<file path="config.mk">
export PLATFORM = sky130hd
export DESIGN_NAME = times_table_writer
export DESIGN_NICKNAME = d
export VERILOG_FILES = /design/src/rtl/tt_pkg.sv /design/src/rtl/tt_addr_gen.sv /design/src/rtl/times_table_writer.sv
export SDC_FILE = /design/constraint.sdc
export NUM_CORES = 1
export LEC_CHECK = 0
export CAP_MARGIN = 15
export CORE_UTILIZATION = 50
export CTS_CLUSTER_SIZE = 28
export DETAILED_ROUTE_END_ITERATION = 8
export HOLD_SLACK_MARGIN = 0.06
export PLACE_DENSITY = 0.88
export SETUP_SLACK_MARGIN = 0.3
export SYNTH_ARGS = -nofsm -noshare
export SYNTH_HDL_FRONTEND = slang
export SYNTH_SLANG_ARGS = --single-unit
</file>
<file path="constraint.sdc">
create_clock -name clk -period 2.1 [get_ports clk]
set_clock_uncertainty 0.05 [all_clocks]
set_input_delay 0.21 -clock clk [delete_from_list [all_inputs] [get_ports clk]]
set_output_delay 0.21 -clock clk [all_outputs]
set_load 0.02 [all_outputs]
</file>
<file path="src/rtl/tt_pkg.sv">
// tt_pkg: shared constants and FSM state type for the times-table writer.
package tt_pkg;
  localparam int TT_A_W = 3;
  localparam int TT_DEPTH = 1 << (2 * TT_A_W);
  localparam int TT_LAST = TT_DEPTH - 1;
  localparam int TT_MAX_PRODUCT = ((1 << TT_A_W) - 1) * ((1 << TT_A_W) - 1);
  typedef enum logic [2:0] {ST_IDLE, ST_WRITE, ST_VERIFY, ST_FLUSH, ST_DONE} tt_state_e;
endpackage

</file>
<file path="src/rtl/tt_addr_gen.sv">
// tt_addr_gen: {a,b} sweep counter with a running sum acc that always equals a*b.
module tt_addr_gen
  import tt_pkg::*;
#(
  parameter int A_W = TT_A_W,
  parameter int DATA_W = 2 * A_W
) (
  input  logic              clk,
  input  logic              rst,
  input  logic              clear,
  input  logic              advance,
  output logic [2*A_W-1:0]  addr,
  output logic [DATA_W-1:0] acc,
  output logic              last
);
  logic [A_W-1:0] a, b;
  assign addr = {a, b};
  assign last = &addr;
  always_ff @(posedge clk) begin
    if (rst || clear) begin
      a <= '0;
      b <= '0;
      acc <= '0;
    end else if (advance) begin
      b <= b + 1'b1;
      a <= (&b) ? a + 1'b1 : a;
      acc <= (&b) ? '0 : acc + DATA_W'(a);
    end
  end
endmodule

</file>
<file path="src/rtl/times_table_writer.sv">
// times_table_writer: loads a*b into the times-table RAM and optionally reads it back to check it.
module times_table_writer
  import tt_pkg::*;
#(
  parameter int A_W = TT_A_W,
  parameter int DATA_W = 2 * A_W,
  parameter bit VERIFY = 1
) (
  input  logic              clk,
  input  logic              rst,
  input  logic              start,
  output logic              busy,
  output logic              done,
  output logic [2*A_W-1:0]  mem_addr,
  output logic              mem_we,
  output logic [DATA_W-1:0] mem_wdata,
  input  logic              mem_ready,
  output logic              mem_re,
  input  logic [DATA_W-1:0] mem_rdata,
  output logic              error,
  output logic [2*A_W-1:0]  err_addr
);
  tt_state_e state, state_n;
  logic clear, advance, last, cmp_v;
  logic [DATA_W-1:0] exp_d;
  logic [2*A_W-1:0] exp_a;
  assign clear = (state == ST_IDLE) && start;
  assign advance = ((state == ST_WRITE) && mem_ready) || (state == ST_VERIFY);
  // the counter wraps to {0,0}/acc=0 after the last write, so VERIFY starts clean
  tt_addr_gen #(.A_W(A_W), .DATA_W(DATA_W)) gen (
    .clk(clk),
    .rst(rst),
    .clear(clear),
    .advance(advance),
    .addr(mem_addr),
    .acc(mem_wdata),
    .last(last)
  );
  always_comb begin
    state_n = (state == ST_IDLE)   ? (start ? ST_WRITE : ST_IDLE) :
              (state == ST_WRITE)  ? ((mem_ready && last) ? (VERIFY ? ST_VERIFY : ST_DONE) : ST_WRITE) :
              (state == ST_VERIFY) ? (last ? ST_FLUSH : ST_VERIFY) :
              (state == ST_FLUSH)  ? ST_DONE : ST_IDLE;
  end
  always_ff @(posedge clk) begin
    if (rst) begin
      state <= ST_IDLE;
      busy <= 1'b0;
      done <= 1'b0;
      mem_we <= 1'b0;
      mem_re <= 1'b0;
      error <= 1'b0;
      err_addr <= '0;
      cmp_v <= 1'b0;
      exp_d <= '0;
      exp_a <= '0;
    end else begin
      state <= state_n;
      busy <= (state_n == ST_WRITE) || (state_n == ST_VERIFY) || (state_n == ST_FLUSH);
      done <= state_n == ST_DONE;
      mem_we <= state_n == ST_WRITE;
      mem_re <= state_n == ST_VERIFY;
      cmp_v <= mem_re;
      exp_d <= mem_wdata;
      exp_a <= mem_addr;
      if (clear) begin
        error <= 1'b0;
        err_addr <= '0;
      end else if (cmp_v && (mem_rdata != exp_d) && !error) begin
        error <= 1'b1;
        err_addr <= exp_a;
      end
    end
  end
endmodule

</file>
==> results.json, run 1 <==
{
  "portBuffers": 32,
  "detailed_place_hpwl_mm": 2.36,
  "synth_compound_area_share_pct": 11.0,
  "relSlewSlack_pct": 64.7,
  "yosysWarnings": 0,
  "hp-class": "reg2reg",
  "power_mw": 1.32,
  "crit_path_start": "gen.acc[4]$_SDFFE_PP0N_",
  "root_buffer": "clkbuf_4",
  "synth_area_leaders": "dfxtp_1 (49%), nor2b_1 (5.1%), ha_1 (4.7%)",
  "synthSimpleGateAreaFrac_pct": 21.8,
  "synthFlopType": "dfxtp_1",
  "routed_wl_mm": 3.34,
  "powerDensity_nw_per_um2": 641,
  "fp.dieH_um": 58.5,
  "leakagePower_nw": 0.762,
  "dr.pass1.iters": 4,
  "drive_gt1_share_pct": 9.85,
  "clock_sinks": 39,
  "cts.path.max_buffers": 2,
  "postCtsHoldBufs": 0,
  "crit_fanout": 6,
  "fin_crit_sh_pct": 83.9,
  "min_from": "mem_re$_SDFF_PP0_",
  "grt_pass1_wl_mm": 5.29,
  "critPathCaptureType": "primary output",
  "wl_per_cell_um": 13.5,
  "ys_types": 34,
  "syn2layout_area_growth_pct": 28.9,
  "path_class": "reg2out",
  "synthesis.area_um2": 1600,
  "synth_top_family_by_area": "simple AND/OR/NAND/NOR gates",
  "cts_buffers": 5,
  "hold_viol": 0,
  "swShare_pct": 22.1,
  "seq_area_frac_synth_pct": 48.9,
  "synth_edf_count": 0,
  "htree_levels": 2,
  "synth_mux_area_share_pct": 3.76,
  "setup-tns-final_ps": 0,
  "crit_buf_inv": 1,
  "diodes": 0,
  "viasPerCell": 5.03,
  "nNetsFinal": 219,
  "layout_setup_ws_ps": 337,
  "r2r_start": "gen.a[0]$_SDFFE_PP0P_",
  "core_um2": 3050,
  "clkPwrFrac_pct": 37.7,
  "setup_viol": 0,
  "yosysMostFrequentCell": "dfxtp_1",
  "antenna_found_initial": 0,
  "min_path_cells": 1,
  "cts_tree": "built",
  "p_sw_mw": 0.292,
  "synth-seq-cells": 39,
  "r2r_cells": 8,
  "p_int_mw": 1.03,
  "multi_input_area_um2": 772,
  "grt_max_degree": 20,
  "rsz0062_at_grt": "true",
  "vdd.ir_drop.worst_v": 0.000384,
  "yosys-top-cells-count": "dfxtp_1 (39), nor2_1 (20), nor2b_1 (13)",
  "cts.reportedPaths.clkPinSlew_ps": 110,
  "synth_cells": 167,
  "crit_family": "buffers and inverters",
  "synth_top_area_share_pct": 48.9,
  "boundaryPins": 33,
  "ant_nets": 0,
  "overflow": 0,
  "die_w_um": 58.5,
  "fin_crit_ps": 1760,
  "critPathLaunchType": "flip-flop",
  "vias": 1243,
  "postSynthAreaPerCell_um2": 9.57,
  "synthAdderAreaFrac_pct": 5.95,
  "initial_utilization_pct": 52.3,
  "cp.depth": 1,
  "timing.final.max_slew_violations": 0,
  "seqPwrFrac_pct": 56.7,
  "synth_nets": 184,
  "status": "complete, no violations",
  "fillers": 244,
  "dieArea_um2": 3430,
  "critPathSlowestCell": "clkdlybuf4s50_1",
  "dp_slack_ps": 60.3,
  "timing.fmax_mhz": 567,
  "arrival_ps": 1500,
  "first_global_vias": 1162,
  "rows": 20,
  "synth-xor-area-share_pct": 4.93,
  "drv_cap": 0,
  "worst_skew_pair.late_latency_ps": 350,
  "place.gp.congestion": 0.809,
  "seqCellArea_um2": 786,
  "drc_errors": 0,
  "track_usage_pct": 21.4,
  "max_stage_delay_ps": 660,
  "crit_chain": "clkdlybuf4s50_1",
  "synth-async-reset-ratio_pct": 0,
  "worst_slew_pin_slew_ps": 529,
  "yosys.area.top_type": "dfxtp_1",
  "initialDrtViolationCount": 26,
  "power_frac_comb_pct": 5.6,
  "required_ps": 1840
}
==> layout by cell type (no fill, tap or decap), types with 2 or more instances in the layout <==
cell type         n
buf_4             4
nand2_1          11
mux2i_1           6
dfxtp_1          37
a21oi_1          12
inv_1             4
ha_1              6
a21o_1            3
nor2_1           20
o21ai_0           3
nor3_1            8
nand3b_1          2
clkbuf_4          5
nor2b_1          12
nand3_1           5
clkdlybuf4s50_1  32
o21a_1            4
xor2_1            8
==> per-layer routing <==
layer | up-vias | share of wire, % | track usage, %
met4 | 0 | 2.6 | 11.2
met2 | 31 | 53 | 37.6
li1 | 635 | - | -
met5 | - | 0 | 0
met3 | 7 | 3.5 | 5.93
met1 | 570 | 41 | 23.5
==> logic make-up (layout without fill, tap and decap cells) <==
kind of cell    after synthesis  count (layout)
simple gates                 68              68
flops                        39              39
fa+ha+maj                     7               7
xor+xnor                      9               9
compound gates               26              26
mux                           6               6
buf+inv                      12              48
==> flip-flops by register name, summed over array words and instances (netlist names) <==
signal	cells
exp_a	6
busy	1
gen.a	3
done	1
cmp_v	1
err_addr	6
state	3
mem_re	1
exp_d	6
error	1
gen.b	3
mem_we	1
gen.acc	6
==> layout make-up <==
type                            instances  area share [%]
Clock buffer                            5            1.82
Sequential cell                        39            38.2
Clock inverter                          3            2.13
Inverter                                4           0.729
Timing Repair Buffer                   36            17.0
Tap cell                               44            2.67
Multi-Input combinational cell        116            37.5
==> power groups by stage <==
stage | Combinational [mW] | Clock [mW] | Sequential, mW
6_report | 0.0740 | 0.498 | 0.749
5_1_grt | 0.0793 | 0.541 | 0.750
4_1_cts | 0.0740 | 0.510 | 0.749
3_5_place_dp | 0.0735 | 0 | 0.767
3_3_place_gp | 0.0710 | 0 | 0.767
2_1_floorplan | 0.0407 | 0 | 0.769
==> path summary, 6_finish.rpt <==
check                                               end  slack, ps
worst max-delay path                       mem_wdata[4]        340
worst min-delay path                   cmp_v$_SDFF_PP0_        420
worst max register to register  gen.acc[4]$_SDFFE_PP0N_        410
worst min register to register         cmp_v$_SDFF_PP0_        420
==> repair_timing <==
action,in CTS,in global routing
buffers inserted,0,2
pin swaps,0,2
resized for setup,3,2
endpoints found under the setup margin,1,2
==> stage by stage <==
step,hold slack [ps],cell area [um^2],utilization (%),std cells
after floorplan,363,1600,-,167
after global placement,399,1950,63.7,237
after detailed placement,406,1950,63.7,237
after CTS,425,2030,66.6,245
after global routing,433,2060,67.5,247
final,423,2060,67.5,247
Power figures use the tool's default switching activity.
==> run 2, diff against run 1 <==
clock period = 1.7 ns   (was 2.1 ns; I/O delays follow)
==> results.json, run 2 (synthesized netlist as in run 1, its figures left out) <==
{
  "status": "complete, no violations",
  "final_common_cell": "dfxtp_1",
  "final_cells": 266,
  "setup-tns-final_ps": 0,
  "cts.path.max_buffers": 2,
  "worst_skew_pair.late_latency_ps": 360,
  "root_buffer": "clkbuf_4",
  "grt_max_degree": 20,
  "vias": 1467,
  "min_from": "mem_re$_SDFF_PP0_",
  "power_mw": 1.64,
  "r2r_start": "gen.acc[0]$_SDFFE_PP0N_",
  "timing.final.max_slew_violations": 0,
  "hold_viol": 0,
  "overflow": 0,
  "core_um2": 3050,
  "diodes": 0,
  "cts_buffers": 5,
  "vdd.ir_drop.worst_v": 0.000477,
  "setup_viol": 0,
  "htree_levels": 2,
  "detailed_place_hpwl_mm": 2.59,
  "critPathCaptureType": "flip-flop",
  "required_ps": 1950,
  "critPathLaunchType": "flip-flop",
  "fin_crit_ps": 1690,
  "drc_errors": 0,
  "die_w_um": 58.5,
  "portBuffers": 32,
  "routed_wl_mm": 4.75,
  "syn2layout_area_growth_pct": 49.2,
  "wl_met1_mm": 1.81,
  "path_class": "reg2reg",
  "fillers": 196,
  "first_global_vias": 1373,
  "leakagePower_nw": 0.981,
  "boundaryPins": 33,
  "wl_per_cell_um": 17.8,
  "nNetsFinal": 238,
  "timing.fmax_mhz": 593,
  "powerDensity_nw_per_um2": 686,
  "crit_path_start": "gen.acc[0]$_SDFFE_PP0N_",
  "met2_length_mm": 2.45,
  "drv_cap": 0,
  "track_usage_pct": 25.9,
  "post-route-cell-area_um2": 2380,
  "dieArea_um2": 3430,
  "rsz0062_at_grt": "true",
  "antenna_found_initial": 0,
  "cts_tree": "built",
  "initialDrtViolationCount": 76,
  "cts.reportedPaths.clkPinSlew_ps": 110,
  "dpl-instance-area_um2": 2010,
  "grt_pass1_wl_mm": 6.40,
  "place.gp.congestion": 0.806,
  "dp_cells": 240,
  "viasPerCell": 5.52,
  "crit_fanout": 2,
  "postCtsHoldBufs": 0,
  "drive_gt1_share_pct": 34.7,
  "initial_utilization_pct": 52.3,
  "fp.dieH_um": 58.5,
  "clock_sinks": 39,
  "rows": 20,
  "dr.pass1.iters": 5,
  "relSlewSlack_pct": 70.9,
  "hp-class": "reg2reg",
  "fin_crit_sh_pct": 99.1,
  "wl_met3_um": 238,
  "dr.max_layer_used": "met4",
  "final_cell_mix": "dfxtp_1 (24), nor2_1 (17), dlygate4sd2_1 (17)",
  "ant_nets": 0,
  "worst_slew_pin_slew_ps": 433,
  "arrival_ps": 1940
}
## run 2: changes by cell type in the layout (fill, tap and decap cells not counted), moves of 4 or more
cell	change
dfxtp_2	+8
dlygate4sd2_1	+17
buf_6	+9
dfxtp_1	-13
clkdlybuf4s50_1	-23
ha_1	-4
buf_4	+9
dfxtp_4	+5
## run 2: where the power goes
group | switching (mW) | internal [mW] | total (mW) | leakage (nW)
clock | 0.307 | 0.288 | 0.596 | 0.0464
combinational | 0.0619 | 0.0584 | 0.120 | 0.611
sequential | 0.00739 | 0.912 | 0.920 | 0.324
## run 2: layout make-up
type                            count  area (um^2)  area share, %
Tap cell                           44         55.1           2.31
Clock inverter                      1         5.00          0.210
Sequential cell                    39          815           34.2
Multi-Input combinational cell    116          905           38.0
Inverter                            4         15.0          0.630
Clock buffer                        7         76.3           3.20
Timing Repair Buffer               55          513           21.5
## run 2: through the flow
| step | worst slack (ps) | hold WS (ps) | utilization (%) |
|---|---|---|---|
| final | 14.8 | 426 | 78.1 |
| after global routing | -26.1 | 454 | 78.1 |
| after CTS | 59.4 | 426 | 72.9 |
| after detailed placement | -177 | 410 | 65.7 |
| after global placement | -64.9 | 399 | 65.7 |
| after floorplan | 131 | 323 | - |
## run 2: per-layer routing
metal | global-route usage, % | vias up
li1 | - | 676
met1 | 27.2 | 698
met2 | 47.0 | 69
met3 | 7.91 | 24
met4 | 12.6 | 0
met5 | 0 | -
## run 2: final timing paths
kind	endpoint	slack, ps	cells after the start
min	cmp_v$_SDFF_PP0_	430	1
max	gen.acc[4]$_SDFFE_PP0N_	10	8
max reg2reg	gen.acc[4]$_SDFFE_PP0N_	10	8
min reg2reg	cmp_v$_SDFF_PP0_	430	1
## run 2: critical path, cell delays in order (launching register included)
cell	delay (ps)
dfxtp_4	390
ha_4	140
inv_2	40
fa_2	350
nor2b_2	130
o21a_1	160
nor4b_4	210
a21oi_1	70
nor2_1	80
## run 2: timing repair
action                                  4_1_cts  5_1_grt
endpoints found under the setup margin       39       27
buffers inserted                              9        9
pin swaps                                    13       22
resized for setup                            52       35
==> run 3, diff against run 2 <==
CORE_UTILIZATION = 61   (was 50)
DONT_BUFFER_PORTS = 1   (was default)
PLACE_DENSITY = 0.87   (was 0.88)
==> results.json, run 3 (synthesized netlist as in run 1, its figures left out) <==
{
  "rsz0062_at_grt": "true",
  "relSlewSlack_pct": 58.1,
  "fillers": 131,
  "cts.reportedPaths.clkPinSlew_ps": 120,
  "leakagePower_nw": 0.747,
  "drc_errors": 0,
  "min_from": "rst",
  "initialDrtViolationCount": 43,
  "timing.final.max_slew_violations": 0,
  "portBuffers": 0,
  "final_common_cell": "dfxtp_1",
  "syn2layout_area_growth_pct": 29.0,
  "r2r_cells": 8,
  "arrival_ps": 1970,
  "die_w_um": 53.2,
  "grt_pass1_wl_mm": 5.26,
  "min_path_cells": 2,
  "ant_nets": 0,
  "viasPerCell": 6.06,
  "path_class": "reg2reg",
  "initial_utilization_pct": 64.5,
  "routed_wl_mm": 4.09,
  "core_um2": 2480,
  "r2r_slack_ps": -10,
  "nNetsFinal": 205,
  "hold_path_end": "gen.acc[1]$_SDFFE_PP0N_",
  "track_usage_pct": 27.5,
  "rr_endpoint": "gen.acc[4]$_SDFFE_PP0N_",
  "crit_fanout": 4,
  "drive_gt1_share_pct": 37.0,
  "r2r_start": "gen.acc[0]$_SDFFE_PP0N_",
  "vdd.ir_drop.worst_v": 0.000838,
  "setup_viol": 1,
  "dieArea_um2": 2830,
  "detailed_place_hpwl_mm": 2.14,
  "hp-class": "in2reg",
  "clock_sinks": 39,
  "status": "finished, violations left",
  "cts.path.max_buffers": 2,
  "rows": 18,
  "cts_buffers": 5,
  "final_cell_mix": "dfxtp_1 (25), nor2_1 (16), buf_4 (13)",
  "vias": 1327,
  "violations": "setup timing",
  "setup-tns-final_ps": -12.7,
  "fp.dieH_um": 53.2,
  "dp_cells": 196,
  "fin_crit_sh_pct": 101,
  "overflow": 0,
  "hold_viol": 0,
  "powerDensity_nw_per_um2": 764,
  "critPathCaptureType": "flip-flop",
  "worst_slew_pin_slew_ps": 627,
  "diodes": 0,
  "final_cells": 219,
  "worst_hold_slack_ps": 83.1,
  "timing.fmax_mhz": 584,
  "power_mw": 1.57,
  "wl_per_cell_um": 18.7,
  "place.gp.congestion": 0.786,
  "htree_levels": 2,
  "first_global_vias": 1175,
  "grt_max_degree": 20,
  "cts_tree": "built",
  "antenna_found_initial": 0,
  "drv_cap": 0,
  "final_util_pct": 83.2,
  "boundaryPins": 33,
  "layout_setup_ws_ps": -12.7,
  "critPathLaunchType": "flip-flop",
  "root_buffer": "clkbuf_4",
  "dr.pass1.iters": 6,
  "required_ps": 1960,
  "worst_skew_pair.late_latency_ps": 360,
  "fin_crit_ps": 1710
}
run 3: final cells by class:
type / instances / area (um^2) / area share [%]
clock buffers: 6 / 62.6 / 3.04
well taps: 30 / 37.5 / 1.82
repair buffers: 22 / 205 / 9.96
clock inverters: 2 / 13.8 / 0.668
multi-input cells: 116 / 911 / 44.2
flip-flops and latches: 39 / 816 / 39.6
inverters: 4 / 15.0 / 0.729
run 3: worst max-delay path by stage:
stage | start | endpoint | slack [ps] | depth (start not counted)
after detailed placement | gen.acc[0]$_SDFFE_PP0N_ | gen.acc[4]$_SDFFE_PP0N_ | -20 | 8
after global routing | gen.acc[0]$_SDFFE_PP0N_ | gen.acc[4]$_SDFFE_PP0N_ | -70 | 8
after CTS | gen.acc[0]$_SDFFE_PP0N_ | gen.acc[4]$_SDFFE_PP0N_ | -20 | 8
after global placement | gen.acc[0]$_SDFFE_PP0N_ | gen.acc[4]$_SDFFE_PP0N_ | 110 | 8
final | gen.acc[0]$_SDFFE_PP0N_ | gen.acc[4]$_SDFFE_PP0N_ | -10 | 8
after floorplan | gen.a[0]$_SDFFE_PP0P_ | gen.acc[4]$_SDFFE_PP0N_ | 130 | 8
run 3: timing repair:
action	in CTS	in global routing
gates resized for setup	22	27
setup endpoints to repair	17	22
pin swaps	14	18
hold endpoints to repair	20	0
buffers inserted	7	6
hold buffers	2	0
run 3: where the power goes:
| group | switching, mW | internal (mW) |
|---|---|---|
| clock network | 0.322 | 0.250 |
| logic | 0.0444 | 0.0316 |
| registers | 0.0142 | 0.912 |
run 3: metal layers:
layer  vias up  track usage [%]  share of wire (%)
met1       636             30.7                 38
met2        67             41.6                 50
met4         0             19.3                4.0
met3        16             12.1                8.2
li1        608                -                  -
met5         -                0                  0
run 3: stage by stage:
stage	setup slack (ps)	area [um^2]
final	-12.7	2060
after global routing	-67.1	2060
after CTS	-22.8	1910
after detailed placement	-19.3	1670
after global placement	106	1670
after floorplan	131	1630
run 3: worst max-delay path: stages (launching register included):
cell and delay, ps:
dfxtp_4 430, ha_4 150, inv_2 40, fa_2 360
nor2b_4 140, o21a_1 130, nor4b_4 180, a21oi_1 60
nor2_1 110
